==> config.mk <==
export PLATFORM = sky130hd
export DESIGN_NAME = gpio_strobe_sched_flat
export DESIGN_NICKNAME = d
export VERILOG_FILES = /design/src/rtl/gpio_strobe_sched_pkg.sv /design/src/rtl/gpio_strobe_sched_if.sv /design/src/rtl/gpio_strobe_sched_pattern_gen.sv /design/src/rtl/gpio_strobe_sched.sv /design/src/flat_wrapper.sv
export SDC_FILE = /design/constraint.sdc
export NUM_CORES = 1
export LEC_CHECK = 0
export BUFFER_PORTS_ARGS = -buffer_cell sky130_fd_sc_hd__clkbuf_2
export CORE_AREA = 5 5 113 73
export CTS_CLUSTER_DIAMETER = 80
export DETAILED_ROUTE_END_ITERATION = 8
export DIE_AREA = 0 0 118 78
export GPL_ROUTABILITY_DRIVEN = 0
export PLACE_DENSITY = 0.77
export SLEW_MARGIN = 20
export SYNTH_ARGS = -nofsm -noshare
export SYNTH_HDL_FRONTEND = slang
export SYNTH_SLANG_ARGS = --single-unit
==> constraint.sdc <==
create_clock -name clk -period 3.2 [get_ports clk]
set_input_delay 0.32 -clock clk [delete_from_list [all_inputs] [get_ports clk]]
set_output_delay 0.32 -clock clk [all_outputs]
set_load 0.01 [all_outputs]
==> src/rtl/gpio_strobe_sched_pkg.sv <==
// Shared types and helpers for the debug strobe scheduler.
package gpio_strobe_pkg;

  typedef enum logic [1:0] {
    IDLE  = 2'd0,
    PULSE = 2'd1,
    GAP   = 2'd2,
    SEP   = 2'd3
  } strobe_state_e;

  localparam int DROP_W = 8;

  // Requester i blinks i+2 times; the heartbeat (id == n_req) blinks once.
  function automatic int pulse_count(input int id, input int n_req);
    return (id == n_req) ? 1 : id + 2;
  endfunction

endpackage

==> src/rtl/gpio_strobe_sched_if.sv <==
// Event/status bundle between the debug event sources and the strobe scheduler.
interface gpio_strobe_sched_if
  import gpio_strobe_pkg::*;
#(
  parameter int N_REQ = 4
) ();
  localparam int ID_W = $clog2(N_REQ + 1);

  logic               enable;
  logic [N_REQ-1:0]   event_i;
  logic               strobe;
  logic               busy;
  logic [ID_W-1:0]    grant_id;
  logic [N_REQ-1:0]   pending;
  logic [DROP_W-1:0]  drop_cnt;

  modport master (
    output enable, event_i,
    input  strobe, busy, grant_id, pending, drop_cnt
  );

  modport slave (
    input  enable, event_i,
    output strobe, busy, grant_id, pending, drop_cnt
  );
endinterface

==> src/rtl/gpio_strobe_sched_pattern_gen.sv <==
// Plays one pulse-count pattern: PULSE/GAP repeated, then a SEP quiet time.
module strobe_pattern_gen
  import gpio_strobe_pkg::*;
#(
  parameter int PULSE_LEN = 5000000,
  parameter int GAP_LEN   = 5000000,
  parameter int SEP_LEN   = 20000000,
  parameter int CNT_W     = 3
) (
  input  logic             clk,
  input  logic             rst,
  input  logic             start,
  input  logic [CNT_W-1:0] pulse_cnt,
  output logic             strobe,
  output logic             busy
);
  localparam int MAX_PG  = (PULSE_LEN > GAP_LEN) ? PULSE_LEN : GAP_LEN;
  localparam int MAX_LEN = (MAX_PG > SEP_LEN) ? MAX_PG : SEP_LEN;
  localparam int TMR_W   = (MAX_LEN > 1) ? $clog2(MAX_LEN) : 1;

  localparam logic [TMR_W-1:0] P_LD = TMR_W'(PULSE_LEN - 1);
  localparam logic [TMR_W-1:0] G_LD = TMR_W'(GAP_LEN - 1);
  localparam logic [TMR_W-1:0] S_LD = TMR_W'(SEP_LEN - 1);

  strobe_state_e    state_q, state_d;
  logic [TMR_W-1:0] timer_q, timer_d;
  logic [CNT_W-1:0] left_q, left_d;
  logic             strobe_q, strobe_d;

  always_ff @(posedge clk or posedge rst) begin
    if (rst) begin
      state_q  <= IDLE;
      timer_q  <= '0;
      left_q   <= '0;
      strobe_q <= 1'b0;
    end else begin
      state_q  <= state_d;
      timer_q  <= timer_d;
      left_q   <= left_d;
      strobe_q <= strobe_d;
    end
  end

  // Timers count down to zero; left_q holds pulses still to play after this one.
  always_comb begin
    state_d  = state_q;
    timer_d  = timer_q;
    left_d   = left_q;
    strobe_d = strobe_q;
    unique case (state_q)
      IDLE: begin
        if (start) begin
          state_d  = PULSE;
          timer_d  = P_LD;
          left_d   = pulse_cnt - CNT_W'(1);
          strobe_d = 1'b1;
        end
      end
      PULSE: begin
        if (timer_q == '0) begin
          strobe_d = 1'b0;
          if (left_q != '0) begin
            state_d = GAP;
            timer_d = G_LD;
            left_d  = left_q - CNT_W'(1);
          end else begin
            state_d = SEP;
            timer_d = S_LD;
          end
        end else begin
          timer_d = timer_q - TMR_W'(1);
        end
      end
      GAP: begin
        if (timer_q == '0) begin
          state_d  = PULSE;
          timer_d  = P_LD;
          strobe_d = 1'b1;
        end else begin
          timer_d = timer_q - TMR_W'(1);
        end
      end
      SEP: begin
        if (timer_q == '0) state_d = IDLE;
        else               timer_d = timer_q - TMR_W'(1);
      end
      default: state_d = IDLE;
    endcase
  end

  assign strobe = strobe_q;
  assign busy   = (state_q != IDLE);

endmodule

==> src/rtl/gpio_strobe_sched.sv <==
// Latches debug events and a heartbeat, arbitrates by fixed priority and
// drives the spare header pin with a per-source pulse-count pattern.
module gpio_strobe_sched
  import gpio_strobe_pkg::*;
#(
  parameter int N_REQ     = 4,
  parameter int PULSE_LEN = 5000000,
  parameter int GAP_LEN   = 5000000,
  parameter int SEP_LEN   = 20000000,
  parameter int HB_PERIOD = 134217728
) (
  input logic             clk,
  input logic             rst,
  gpio_strobe_sched_if.slave bus
);
  localparam int ID_W  = $clog2(N_REQ + 1);
  localparam int CNT_W = $clog2(N_REQ + 2);
  localparam int HB_W  = $clog2(HB_PERIOD);

  logic [N_REQ-1:0]  pending_q, pending_d;
  logic              hb_pend_q, hb_pend_d;
  logic [HB_W-1:0]   hb_cnt_q, hb_cnt_d;
  logic [DROP_W-1:0] drop_cnt_q, drop_cnt_d;
  logic [ID_W-1:0]   grant_id_q, grant_id_d;

  logic              grant, hb_clr, hb_wrap, drop, pat_busy, pat_strobe;
  logic [ID_W-1:0]   winner;
  logic [N_REQ-1:0]  clr;
  logic [CNT_W-1:0]  start_cnt;

  always_ff @(posedge clk or posedge rst) begin
    if (rst) begin
      pending_q  <= '0;
      hb_pend_q  <= 1'b0;
      hb_cnt_q   <= '0;
      drop_cnt_q <= '0;
      grant_id_q <= '0;
    end else begin
      pending_q  <= pending_d;
      hb_pend_q  <= hb_pend_d;
      hb_cnt_q   <= hb_cnt_d;
      drop_cnt_q <= drop_cnt_d;
      grant_id_q <= grant_id_d;
    end
  end

  always_comb begin
    grant = bus.enable && !pat_busy && ((|pending_q) || hb_pend_q);

    // Lowest pending index wins; heartbeat (id N_REQ) only when nothing else is pending.
    winner = ID_W'(N_REQ);
    for (int i = N_REQ - 1; i >= 0; i--)
      if (pending_q[i]) winner = ID_W'(i);

    clr = '0;
    for (int i = 0; i < N_REQ; i++)
      clr[i] = grant && (winner == ID_W'(i));
    hb_clr = grant && (winner == ID_W'(N_REQ));

    // A bit being cleared this edge can be re-armed without counting a drop.
    pending_d  = (pending_q & ~clr) | bus.event_i;
    drop       = |(bus.event_i & pending_q & ~clr);
    drop_cnt_d = (drop && (drop_cnt_q != '1)) ? drop_cnt_q + DROP_W'(1) : drop_cnt_q;

    hb_wrap   = (hb_cnt_q == HB_W'(HB_PERIOD - 1));
    hb_cnt_d  = hb_wrap ? '0 : hb_cnt_q + HB_W'(1);
    hb_pend_d = (hb_pend_q && !hb_clr) || hb_wrap;

    grant_id_d = grant ? winner : grant_id_q;
    start_cnt  = CNT_W'(pulse_count(int'(winner), N_REQ));
  end

  strobe_pattern_gen #(
    .PULSE_LEN (PULSE_LEN),
    .GAP_LEN   (GAP_LEN),
    .SEP_LEN   (SEP_LEN),
    .CNT_W     (CNT_W)
  ) u_pat (
    .clk       (clk),
    .rst       (rst),
    .start     (grant),
    .pulse_cnt (start_cnt),
    .strobe    (pat_strobe),
    .busy      (pat_busy)
  );

  assign bus.strobe   = pat_strobe;
  assign bus.busy     = pat_busy;
  assign bus.grant_id = grant_id_q;
  assign bus.pending  = pending_q;
  assign bus.drop_cnt = drop_cnt_q;

endmodule

==> src/flat_wrapper.sv <==
// flat-port wrapper written by rule: the top's interface ports become plain ports
module gpio_strobe_sched_flat import gpio_strobe_pkg::*;
#(
  parameter int N_REQ     = 4,
  parameter int PULSE_LEN = 5000000,
  parameter int GAP_LEN   = 5000000,
  parameter int SEP_LEN   = 20000000,
  parameter int HB_PERIOD = 134217728
)
  (clk, rst, bus_enable, bus_event_i, bus_strobe, bus_busy, bus_grant_id, bus_pending, bus_drop_cnt);
  gpio_strobe_sched_if #(.N_REQ(N_REQ)) bus_i ();
  input logic clk;
  input logic rst;
  input wire logic [$bits(bus_i.enable)-1:0] bus_enable;
  input wire logic [$bits(bus_i.event_i)-1:0] bus_event_i;
  output wire logic [$bits(bus_i.strobe)-1:0] bus_strobe;
  output wire logic [$bits(bus_i.busy)-1:0] bus_busy;
  output wire logic [$bits(bus_i.grant_id)-1:0] bus_grant_id;
  output wire logic [$bits(bus_i.pending)-1:0] bus_pending;
  output wire logic [$bits(bus_i.drop_cnt)-1:0] bus_drop_cnt;
  assign bus_i.enable = bus_enable;
  assign bus_i.event_i = bus_event_i;
  assign bus_strobe = bus_i.strobe;
  assign bus_busy = bus_i.busy;
  assign bus_grant_id = bus_i.grant_id;
  assign bus_pending = bus_i.pending;
  assign bus_drop_cnt = bus_i.drop_cnt;
  gpio_strobe_sched #(.N_REQ(N_REQ), .PULSE_LEN(PULSE_LEN), .GAP_LEN(GAP_LEN), .SEP_LEN(SEP_LEN), .HB_PERIOD(HB_PERIOD)) u_core (.clk(clk), .rst(rst), .bus(bus_i));
endmodule
* Word-level counts from Yosys, hierarchy flattened
Index checks and enable logic that the tools add are counted.
** Operators by class
- $add $sub $neg :: 6
- Eq/ne operators :: 16
- Multiplexer cells :: 26
- Bitwise gates (word level) :: 5
- Reductions and logical operators :: 26
** Operators with widths (number)
- 25-bit two-way mux :: 5
- 25-bit one-hot mux with 4 select lines :: 1
- 27-bit by 1-bit adder with 27-bit output (second input constant) :: 1
- 27-bit equality test (second input constant) :: 1
- 27-bit two-way mux :: 1
- 25-bit logical NOT :: 1
- 25-bit by 1-bit subtractor with 25-bit output (second input constant) :: 1
- 3-bit two-way mux :: 8
- 4-bit bitwise AND :: 3
- 4-bit AND reduction :: 3
- 2-bit inequality test (second input constant) :: 5
- 1-bit logical AND :: 9
- 8-bit by 1-bit adder with 8-bit output (second input constant) :: 1
- 2-bit two-way mux :: 4
- 8-bit inequality test (second input constant) :: 1
- 2-bit one-hot mux with 4 select lines :: 1
- 4-bit OR reduction :: 2
- 3-bit by 2-bit equality test with 1-bit output (second input constant) :: 2
- 3-bit equality test (second input constant) :: 2
- 3-bit one-hot mux with 2 select lines :: 1
- 3-bit nonzero test :: 2
- 3-bit by 1-bit subtractor with 3-bit output (second input constant) :: 2
- 2-bit equality test (second input constant) :: 2
- 1-bit two-way mux :: 4
- 13 further kinds :: 16
** Word-level totals
- Bits in registers :: 74
- Input bits :: 7
- Output and inout port bits :: 17
- Logic and storage cells :: 88

* Longest topological paths before layout
Gate-level depths: netlist of run 1.
- Depth in word-level cells :: 10
- Depth in mapped cells :: 11

* By module
From an unflattened synthesis of run 1, not the netlist that was laid out.
** Unflattened totals
- Cells, all modules :: 440
- Area, all modules :: 4205.3 um2
** By module, submodules not included
- gpio_strobe_sched :: times used 1, cells an instance 211, area each 2164.6 um2, seq. area each 1076.0 um2
- strobe_pattern_gen :: times used 1, cells an instance 229, area each 2040.7 um2, seq. area each 775.7 um2

* Least setup slack after synthesis of run 1
OpenSTA, ideal clock, no wires.
- Path kind :: register to register
- Start :: register u_core.u_pat.timer_q[0]
- End :: register u_core.u_pat.timer_q[16]
- Library setup time :: 0.068 ns
- Data arrival time :: 2.422 ns
- Required time :: 3.132 ns
- Setup slack :: 0.711 ns
- Cell stages (with the launch flop) :: 10
- Period minus slack after synthesis :: 2.489 ns
- Cell sequence :: dfrtp_1 inv_1 ha_1 or4b_1 buf_2 or3_1 buf_6 or4_1 o31ai_1 a22o_1
** On the way
- Cells in the longest elaborated chain, start to end :: 3
- Elaborated cells on any way between the ends :: 8
- Classes of those cells :: add/sub (1); eq/ne (1); mux (4); reduce/logical (2)
** Ends and longest elaborated chain
- start: declaration :: RTL line gpio_strobe_sched_pattern_gen.sv:26 : logic [TMR_W-1:0] timer_q, timer_d;
- start signal: assignment :: RTL line gpio_strobe_sched_pattern_gen.sv:38 : timer_q <= timer_d;
- 25-bit by 1-bit subtractor with 25-bit output / 25-bit logical NOT (equally long branches)
- 25-bit two-way mux (tied with other cells) :: RTL line gpio_strobe_sched_pattern_gen.sv:84 : if (timer_q == '0) state_d = IDLE;
- 25-bit one-hot mux with 4 select lines / 2-bit AND reduction (equally long branches)
Parallel ways exist; a longest one is shown, timed or not. The select of a mux whose other input is x is not followed.
A chain may end at the register's enable or synchronous reset.

* Worst setup path after layout of run 1
- Start :: register u_core.u_pat.timer_q[0]
- End :: register u_core.u_pat.timer_q[7]
Same word-level chain as after synthesis.

==> impl_metrics.py, run 1 <==
metrics = {
    "timing": {
        "finalCriticalPeriod_ps": 2990,
        "tns_ps": 0,
        "slew_headroom": 0.334,
        "rsz0062_at_grt": "false",
        "skew_ps": 6.88,
        "finalSetupViolations": 0,
        "max_slew.worst_pin.slew_ps": 994,
        "min_period_over_period": 0.935,
        "hold_viol": 0,
        "slew_violations": 0,
        "fmax_ghz": 0.334,
    },
    "power": {
        "leakagePower_nw": 2.02,
        "power-per-cell-area_mw_per_mm2": 874,
        "total_power_mw": 4.13,
        "peakVddDrop_mv": 0.667,
    },
    "logic_synthesis": {
        "synthCells": 441,
        "ys_ff_latch": 74,
        "yosys_warnings": 0,
        "syn-num-nets": 457,
        "seq_area_frac_synth": 0.443,
        "synth_edf_count": 0,
        "synth_top_flop_cell": "dfrtp_1",
        "yosys.cell_types.count": 61,
        "postSynthAreaPerCell_um2": 9.48,
        "synth_area_mm2": 0.00418,
        "synth-async-reset-ratio": 1.00,
    },
    "cells_and_area": {
        "syn_to_final_growth_pct": 12.9,
        "final_common_cell": "dfrtp_1",
        "drive_gt1_frac": 0.136,
        "diodes": 0,
        "final_cell_mix": "dfrtp_1 (74), nor2_1 (37), a21oi_1 (26)",
        "final_nets": 484,
    },
    "route": {
        "route.detailed.drc": 0,
        "antenna_left": 0,
        "drt-initial-drc-count": 381,
        "dr_total_vias": 3589,
        "vias_per_cell": 6.37,
        "wire_per_inst_um": 17.3,
        "wl_um": 9760,
        "drt-pass1-iter-count": 5,
    },
    "die": {
        "die_area_mm2": 0.00920,
        "die_w_um": 118,
        "die_h_um": 78,
        "num_rows": 24,
        "pin_count": 24,
        "initial_utilization": 0.595,
        "core_mm2": 0.00703,
    },
    "clock_tree": {
        "cts_hold_buf": 0,
        "cts_sinks": 74,
        "root_buffer": "clkbuf_16",
        "numCtsBuffers": 9,
        "cts_resized": 0,
        "insertion_delay_ps": 340,
        "cts_htree_levels": 3,
        "cts_tree": "done",
        "clk_pin_slew_ps": 60,
        "post_cts_buffers": 0,
        "cts_buffer_depth": 2,
    },
    "worst_setup_path": {
        "cpPeakStageDelay_ps": 620,
        "endpoint_kind": "flip-flop",
        "cp_max_fo": 11,
        "rrSetupSlack_ps": 210,
        "reg2reg_from": "u_core.u_pat.timer_q[0]$_DFFE_PP0P_",
        "required_ps": 3400,
        "r2r_end": "u_core.u_pat.timer_q[7]$_DFFE_PP0P_",
        "rr_worst_depth": 8,
        "crit_chain": "inv_1 > ha_1 > or4b_1 > or3_1 > o21ai_2 > buf_4 > a21oi_1 > a2bb2oi_1",
        "cp_slowest_cell": "or4b_1",
        "cp-start-kind": "flip-flop",
        "critPathKind": "reg2reg",
        "cp.arrival_ps": 3190,
    },
    "global_routing": {
        "antenna_found_initial": 0,
        "grtUsageTotal": 0.219,
        "grt_max_degree": 34,
        "first_global_vias": 3308,
        "grt_pass1_wl_um": 16300,
        "overflow": 0,
    },
    "placed_design": {
        "dpl.hpwl_um": 6910,
        "io_buffers": 23,
    },
    "hold_path": {
        "hold_class": "in2async",
    },
    "job": {
        "cap_violations": 0,
    },
    "run_status": {
        "status": "complete, no violations",
    },
}
[critical path, delay by kind of cell (launching register included)]
kind	cells	cell delay (ps)
AO/OA/AOI/OAI	3	640
AND/OR/NAND/NOR	2	1240
flip-flops	1	400
adder cells (fa/ha/maj)	1	200
buffers and inverters	2	360
[flip-flops by register name, indices dropped and copies added, names as in the netlist]
name / flops
u_core.bus.pending: 4
u_core.hb_pend_q: 1
u_core.u_pat.left_q: 3
u_core.bus.drop_cnt: 8
u_core.bus.grant_id: 3
u_core.hb_cnt_q: 27
u_core.u_pat.timer_q: 25
u_core.u_pat.strobe: 1
u_core.u_pat.state_q: 2
[cell usage after synthesis (6+ instances only)]
library cell,instances,area share
xor2_1,8,0.017
clkbuf_1,6,0.0054
nor3_1,20,0.024
nand3_1,21,0.025
ha_1,9,0.027
xnor2_1,22,0.046
nand4_1,14,0.021
mux2_2,7,0.019
o21ai_0,17,0.020
inv_1,22,0.020
a211oi_1,6,0.011
and3_1,6,0.0090
nand2_1,23,0.021
a21oi_1,26,0.031
dfrtp_1,74,0.44
nor2_1,37,0.033
or4_1,7,0.013
and4_1,8,0.017
a21o_1,7,0.013
nand2b_1,6,0.0090
nor4_1,8,0.012
[layout make-up]
type	instances	area, µm²
Fill cell	524	2300
Multi-Input combinational cell	332	2180
Sequential cell	74	1850
Clock buffer	10	229
Timing Repair Buffer	29	160
Tap cell	91	114
Clock inverter	5	104
Inverter	22	82.6
[logic make-up (layout without fill, tap and decap cells)]
family	Yosys count	after routing	synth area share
AO/OA/AOI/OAI	104	104	0.172
flip-flops	74	74	0.443
multiplexers	10	10	0.0260
XOR/XNOR	30	30	0.0628
buffers and inverters	35	66	0.0356
adder cells (fa/ha/maj)	9	9	0.0269
AND/OR/NAND/NOR	179	179	0.234
[how the worst max path moves through the flow]
stage / startpoint / endpoint / slack, ps / depth (start not counted)
after floorplan: u_core.u_pat.timer_q[0]$_DFFE_PP0P_ / u_core.u_pat.timer_q[16]$_DFFE_PP0P_ / 710 / 9
after global placement: u_core.u_pat.timer_q[0]$_DFFE_PP0P_ / u_core.u_pat.timer_q[7]$_DFFE_PP0P_ / 460 / 8
after detailed placement: u_core.u_pat.timer_q[0]$_DFFE_PP0P_ / u_core.u_pat.timer_q[7]$_DFFE_PP0P_ / 310 / 8
after CTS: u_core.u_pat.timer_q[0]$_DFFE_PP0P_ / u_core.u_pat.timer_q[7]$_DFFE_PP0P_ / 280 / 8
after global routing: u_core.u_pat.state_q[1]$_DFFE_PP0P_ / u_core.u_pat.timer_q[21]$_DFFE_PP0P_ / 120 / 7
final: u_core.u_pat.timer_q[0]$_DFFE_PP0P_ / u_core.u_pat.timer_q[7]$_DFFE_PP0P_ / 210 / 8
[through the flow]
step	setup WS, ps	util	hold WS [ps]	cells	instance area, µm²
6_report	206	0.672	63.6	563	4720
5_1_grt	117	0.672	135	563	4720
4_1_cts	285	0.672	81.2	563	4720
3_5_place_dp	312	0.625	438	548	4390
3_3_place_gp	459	0.625	448	548	4390
2_1_floorplan	711	-	412	441	4180
[layer usage]
layer	routed length [µm]	share of wire	GRT usage	vias to the layer above
li1	-	-	-	1685
met1	4790	0.49	0.324	1722
met2	3970	0.41	0.298	167
met3	854	0.087	0.0661	15
met4	153	0.016	0.0871	0
met5	0	0	0	-
[power by group]
part / switching [mW] / internal [mW]
logic: 0.972 / 0.656
registers: 0.233 / 1.13
clock network: 0.380 / 0.757
total: 1.59 / 2.54
Power figures use the tool's default switching activity.
==> inputs of run 2 (changes only) <==
==> constraint.sdc (replaced) <==
create_clock -name clk -period 3.2 [get_ports clk]
set_input_delay 0.64 -clock clk [delete_from_list [all_inputs] [get_ports clk]]
set_output_delay 0.64 -clock clk [all_outputs]
set_load 0.01 [all_outputs]
==> run 2 against run 1 <==
  * Non-clock buffer count decreased by 1
  * First-iteration DRC count increased by 1.6%
  * Global-route usage increased by 0.85 points
  * Critical path type unchanged
  * Critical endpoint unchanged
==> impl_metrics.py, run 2 (synthesis results as in run 1) <==
metrics = {
    "run_status": {
        "status": "complete, no violations",
    },
    "hold_path": {
        "min_from": "u_core.hb_cnt_q[26]$_DFF_PP0_",
        "hold_class": "reg2reg",
    },
    "route": {
        "dr_total_vias": 3572,
        "wire_per_inst_um": 17.6,
        "wl_um": 9890,
        "route.detailed.drc": 0,
        "drt-pass1-iter-count": 6,
        "vias_per_cell": 6.37,
        "antenna_left": 0,
        "drt-initial-drc-count": 387,
    },
    "global_routing": {
        "overflow": 0,
        "grtUsageTotal": 0.227,
        "first_global_vias": 3395,
        "grt_pass1_wl_um": 17000,
        "grt_max_degree": 75,
        "antenna_found_initial": 0,
    },
    "clock_tree": {
        "root_buffer": "clkbuf_16",
        "cts_resized": 0,
        "cts_hold_buf": 0,
        "cts_sinks": 74,
        "post_cts_buffers": 0,
        "numCtsBuffers": 9,
        "cts_htree_levels": 3,
        "cts_tree": "done",
        "cts_buffer_depth": 2,
        "insertion_delay_ps": 340,
        "clk_pin_slew_ps": 60,
    },
    "cells_and_area": {
        "final_common_cell": "dfrtp_1",
        "syn_to_final_growth_pct": 11.0,
        "final_cell_mix": "dfrtp_1 (74), nor2_1 (37), a21oi_1 (26)",
        "diodes": 0,
        "drive_gt1_frac": 0.132,
        "final_nets": 483,
        "final_area_mm2": 0.00464,
        "largest_reg_flops": 27,
        "regMostFlops": "u_core.hb_cnt_q",
    },
    "job": {
        "cap_violations": 0,
    },
    "timing": {
        "finalCriticalPeriod_ps": 2950,
        "skew_ps": 6.99,
        "hold_viol": 0,
        "rsz0062_at_grt": "false",
        "fmax_ghz": 0.339,
        "slew_headroom": 0.387,
        "finalSetupViolations": 0,
        "min_period_over_period": 0.921,
        "max_slew.worst_pin.slew_ps": 920,
        "slew_violations": 0,
        "tns_ps": 0,
    },
    "die": {
        "die_area_mm2": 0.00920,
        "die_h_um": 78,
        "pin_count": 24,
        "num_rows": 24,
        "core_mm2": 0.00703,
        "initial_utilization": 0.595,
        "die_w_um": 118,
    },
    "worst_setup_path": {
        "endpoint_kind": "flip-flop",
        "cp_max_fo": 11,
        "rr_worst_depth": 8,
        "cp_slowest_cell": "or4b_1",
        "crit_path_end": "u_core.u_pat.timer_q[7]$_DFFE_PP0P_",
        "rrSetupSlack_ps": 250,
        "reg2reg_from": "u_core.u_pat.timer_q[0]$_DFFE_PP0P_",
        "critPathKind": "reg2reg",
        "path_depth": 8,
        "cp.arrival_ps": 3150,
        "cpPeakStageDelay_ps": 620,
        "r2r_end": "u_core.u_pat.timer_q[7]$_DFFE_PP0P_",
        "cpLargestDelayFamily": "simple AND/OR/NAND/NOR gates",
        "path_buf_inv": 2,
        "startpoint": "u_core.u_pat.timer_q[0]$_DFFE_PP0P_",
        "crit_chain": "inv_1 > ha_1 > or4b_1 > or3_1 > o21ai_2 > buf_4 > a21oi_1 > a2bb2oi_1",
        "required_ps": 3400,
        "cp-start-kind": "flip-flop",
    },
    "placed_design": {
        "placed_area_mm2": 0.00438,
        "dpl.hpwl_um": 6960,
        "io_buffers": 23,
    },
    "power": {
        "total_power_mw": 3.88,
        "leakagePower_nw": 1.98,
        "peakVddDrop_mv": 0.528,
        "power-per-cell-area_mw_per_mm2": 836,
    },
}
==> run 2: cell count changes in the layout (fill, tap and decap cells not counted), sizes merged <==
| cell | previous run | this run |
|---|---|---|
| buf | 6 | 5 |
| bufinv | 3 | 0 |
| clkinvlp | 0 | 1 |
| clkbuf | 33 | 34 |
==> run 2: how the worst min path moves through the flow <==
stage	to	slack [ps]	depth (start not counted)
after floorplan	u_core.hb_cnt_q[26]$_DFF_PP0_	440	1
after global placement	u_core.hb_cnt_q[18]$_DFF_PP0_	450	1
after detailed placement	u_core.hb_cnt_q[26]$_DFF_PP0_	460	1
after CTS	u_core.hb_cnt_q[26]$_DFF_PP0_	470	1
after global routing	u_core.bus.pending[0]$_DFF_PP0_	500	2
final	u_core.hb_cnt_q[26]$_DFF_PP0_	470	1
==> run 2: layout make-up <==
type | instances | area (µm²)
sequential | 74 | 1850
timing repair buffer | 28 | 153
multi-input combinational | 332 | 2180
clock buffer | 11 | 243
fill | 541 | 2380
inverter | 22 | 82.6
clock inverter | 3 | 17.5
tap | 91 | 114
==> run 2: routing by layer <==
layer  routed length, µm  GRT usage  part of all wire
met5                   0          0                 0
met4                 117     0.0630             0.012
met2                4040      0.312              0.41
met1                4820      0.343              0.49
met3                 915     0.0719             0.093
==> run 2: stage by stage <==
stage           util  hold WS [ps]  setup slack [ps]  std cells
4_1_cts        0.661           475               308        561
5_1_grt        0.661           502               139        561
2_1_floorplan      -           438               678        441
3_5_place_dp   0.624           460               310        547
6_report       0.661           469               251        561
3_3_place_gp   0.624           454               449        547
==> run 2: power by group <==
part / internal, mW / switching, mW
sequential: 1.13 / 0.227
combinational: 0.654 / 0.956
clock: 0.534 / 0.380
==> inputs of run 3 (changes only) <==
--- a/config.mk
+++ b/config.mk
@@ -7,8 +7,8 @@
 export LEC_CHECK = 0
 export BUFFER_PORTS_ARGS = -buffer_cell sky130_fd_sc_hd__clkbuf_2
-export CORE_AREA = 5 5 113 73
+export CORE_AREA = 5 5 74 110
 export CTS_CLUSTER_DIAMETER = 80
 export DETAILED_ROUTE_END_ITERATION = 8
-export DIE_AREA = 0 0 118 78
+export DIE_AREA = 0 0 79 115
 export GPL_ROUTABILITY_DRIVEN = 0
 export PLACE_DENSITY = 0.77
==> constraint.sdc (replaced) <==
create_clock -name clk -period 3.2 [get_ports clk]
set_input_delay 0.64 -clock clk [delete_from_list [all_inputs] [get_ports clk]]
set_output_delay 0.64 -clock clk [all_outputs]
set_load 0.1 [all_outputs]
==> run 3 against run 2 <==
  * Register-to-register slack improved by 60 ps
  * Clock skew is 3.1 ps higher
  * Worst setup slack better by 61 ps
  * Non-clock buffer count grew 3
  * Wire length down 4.6%
  * Critical path type unchanged
  * Critical endpoint is now u_core.u_pat.timer_q[5]$_DFFE_PP0P_
==> impl_metrics.py, run 3 (synthesis results as in run 1) <==
metrics = {
    "run_status": {
        "status": "complete, no violations",
    },
    "placed_design": {
        "dpl.hpwl_um": 6820,
        "io_buffers": 23,
        "placed_area_mm2": 0.00439,
        "place_ws_ps": 365,
    },
    "cells_and_area": {
        "final_nets": 486,
        "nFillCells": 593,
        "syn_to_final_growth_pct": 9.87,
        "final_area_mm2": 0.00460,
        "final_common_cell": "dfrtp_1",
        "drive_gt1_frac": 0.143,
        "largest_reg_flops": 27,
        "post-route-util": 0.649,
        "regMostFlops": "u_core.hb_cnt_q",
        "final_cell_mix": "dfrtp_1 (74), nor2_1 (37), a21oi_1 (26)",
        "diodes": 0,
    },
    "worst_setup_path": {
        "cp-start-kind": "flip-flop",
        "cpLargestDelayFamily": "simple AND/OR/NAND/NOR gates",
        "cp.arrival_ps": 3130,
        "cp_slowest_cell": "or3_1",
        "required_ps": 3440,
        "endpoint_kind": "flip-flop",
        "cpPeakStageDelay_ps": 600,
        "path_buf_inv": 2,
        "cp_max_fo": 12,
        "startpoint": "u_core.u_pat.timer_q[0]$_DFFE_PP0P_",
        "crit_chain": "inv_1 > ha_1 > or4b_1 > or3_1 > o21ai_2 > buf_4 > a21oi_1 > o32a_1",
        "reg2reg_from": "u_core.u_pat.timer_q[0]$_DFFE_PP0P_",
        "critPathKind": "reg2reg",
    },
    "global_routing": {
        "antenna_found_initial": 0,
        "gr-usage-met1": 0.272,
        "use_met3": 0.0478,
        "overflow": 0,
        "grt_max_degree": 35,
        "first_global_vias": 3458,
        "grt_busiest_layer": "met2",
        "gr-usage-met2": 0.372,
        "grtUsageTotal": 0.221,
        "grt_pass1_wl_um": 16100,
    },
    "clock_tree": {
        "post_cts_buffers": 0,
        "cts_sinks": 74,
        "numCtsBuffers": 9,
        "insertion_delay_ps": 360,
        "cts_tree": "done",
        "cts_resized": 0,
        "cts_htree_levels": 3,
        "root_buffer": "clkbuf_8",
        "clk_pin_slew_ps": 80,
        "cts_hold_buf": 0,
        "cts_buffer_depth": 2,
    },
    "die": {
        "initial_utilization": 0.590,
        "num_rows": 38,
        "core_mm2": 0.00708,
        "die_h_um": 115,
        "die_w_um": 79,
        "pin_count": 24,
        "die_area_mm2": 0.00909,
    },
    "route": {
        "wl_um": 9440,
        "wire_per_inst_um": 17.0,
        "dr_total_vias": 3478,
        "drt-pass1-iter-count": 5,
        "drt-initial-drc-count": 224,
        "antenna_left": 0,
        "vias_per_cell": 6.27,
        "route.detailed.drc": 0,
    },
    "timing": {
        "skew_ps": 10.1,
        "setup_slack_ps": 313,
        "finalSetupViolations": 0,
        "finalCriticalPeriod_ps": 2890,
        "min_period_over_period": 0.902,
        "tns_ps": 0,
        "fmax_ghz": 0.346,
        "slew_headroom": 0.479,
        "max_slew.worst_pin.slew_ps": 777,
        "hold_viol": 0,
        "slew_violations": 0,
        "rsz0062_at_grt": "false",
    },
    "hold_path": {
        "hold_class": "in2async",
    },
    "power": {
        "leakagePower_nw": 1.98,
        "power-per-cell-area_mw_per_mm2": 904,
        "peakVddDrop_mv": 0.817,
    },
    "job": {
        "cap_violations": 0,
    },
}
-- run 3: path summary, 6_finish.rpt --
kind	end	slack [ps]	cells after the start
setup reg to reg	u_core.u_pat.timer_q[5]$_DFFE_PP0P_	310	8
hold / removal	u_core.hb_pend_q$_DFF_PP0_	380	2
hold reg to reg	u_core.hb_cnt_q[10]$_DFF_PP0_	480	1
max in group asynchronous	u_core.u_pat.timer_q[18]$_DFFE_PP0P_	2060	3
setup / recovery	u_core.u_pat.timer_q[5]$_DFFE_PP0P_	310	8
min in group clk	u_core.hb_cnt_q[10]$_DFF_PP0_	480	1
-- run 3: worst register-to-register path: cells and delay by family, from the launching register on --
kind	cells	cell delay (ps)
and+or+nand+nor	2	1190
AOI/OAI and AO/OA	3	640
DFF	1	410
adders and majority gates	1	190
buffers and inverters	2	350
-- run 3: layer usage --
metal	routed length (µm)	share of wire
met5	0	0
met4	272	0.029
met3	370	0.039
met2	4770	0.51
met1	4020	0.43
-- run 3: where the power goes --
part / total (mW) / internal (mW) / switching (mW) / leakage, nW
Combinational: 2.06 / 0.673 / 1.39 / 0.934
Sequential: 1.35 / 1.13 / 0.228 / 0.936
Clock: 0.744 / 0.382 / 0.361 / 0.106
Total: 4.16 / 2.18 / 1.97 / 1.98
-- run 3: final cells by class --
class	count	area [µm²]	area share
Sequential cell	74	1850	0.403
Tap cell	80	100	0.0218
Inverter	22	82.6	0.0180
Multi-Input combinational cell	332	2180	0.475
Timing Repair Buffer	31	175	0.0381
Clock inverter	6	66.3	0.0144
Clock buffer	10	138	0.0299
-- run 3: through the flow --
step,power [mW],std cells,hold WS (ps)
floorplan,2.95,441,438
CTS,4.17,555,387
detailed placement,3.41,539,464
global route,4.41,555,440
finish,4.16,555,380
global placement,3.35,539,455
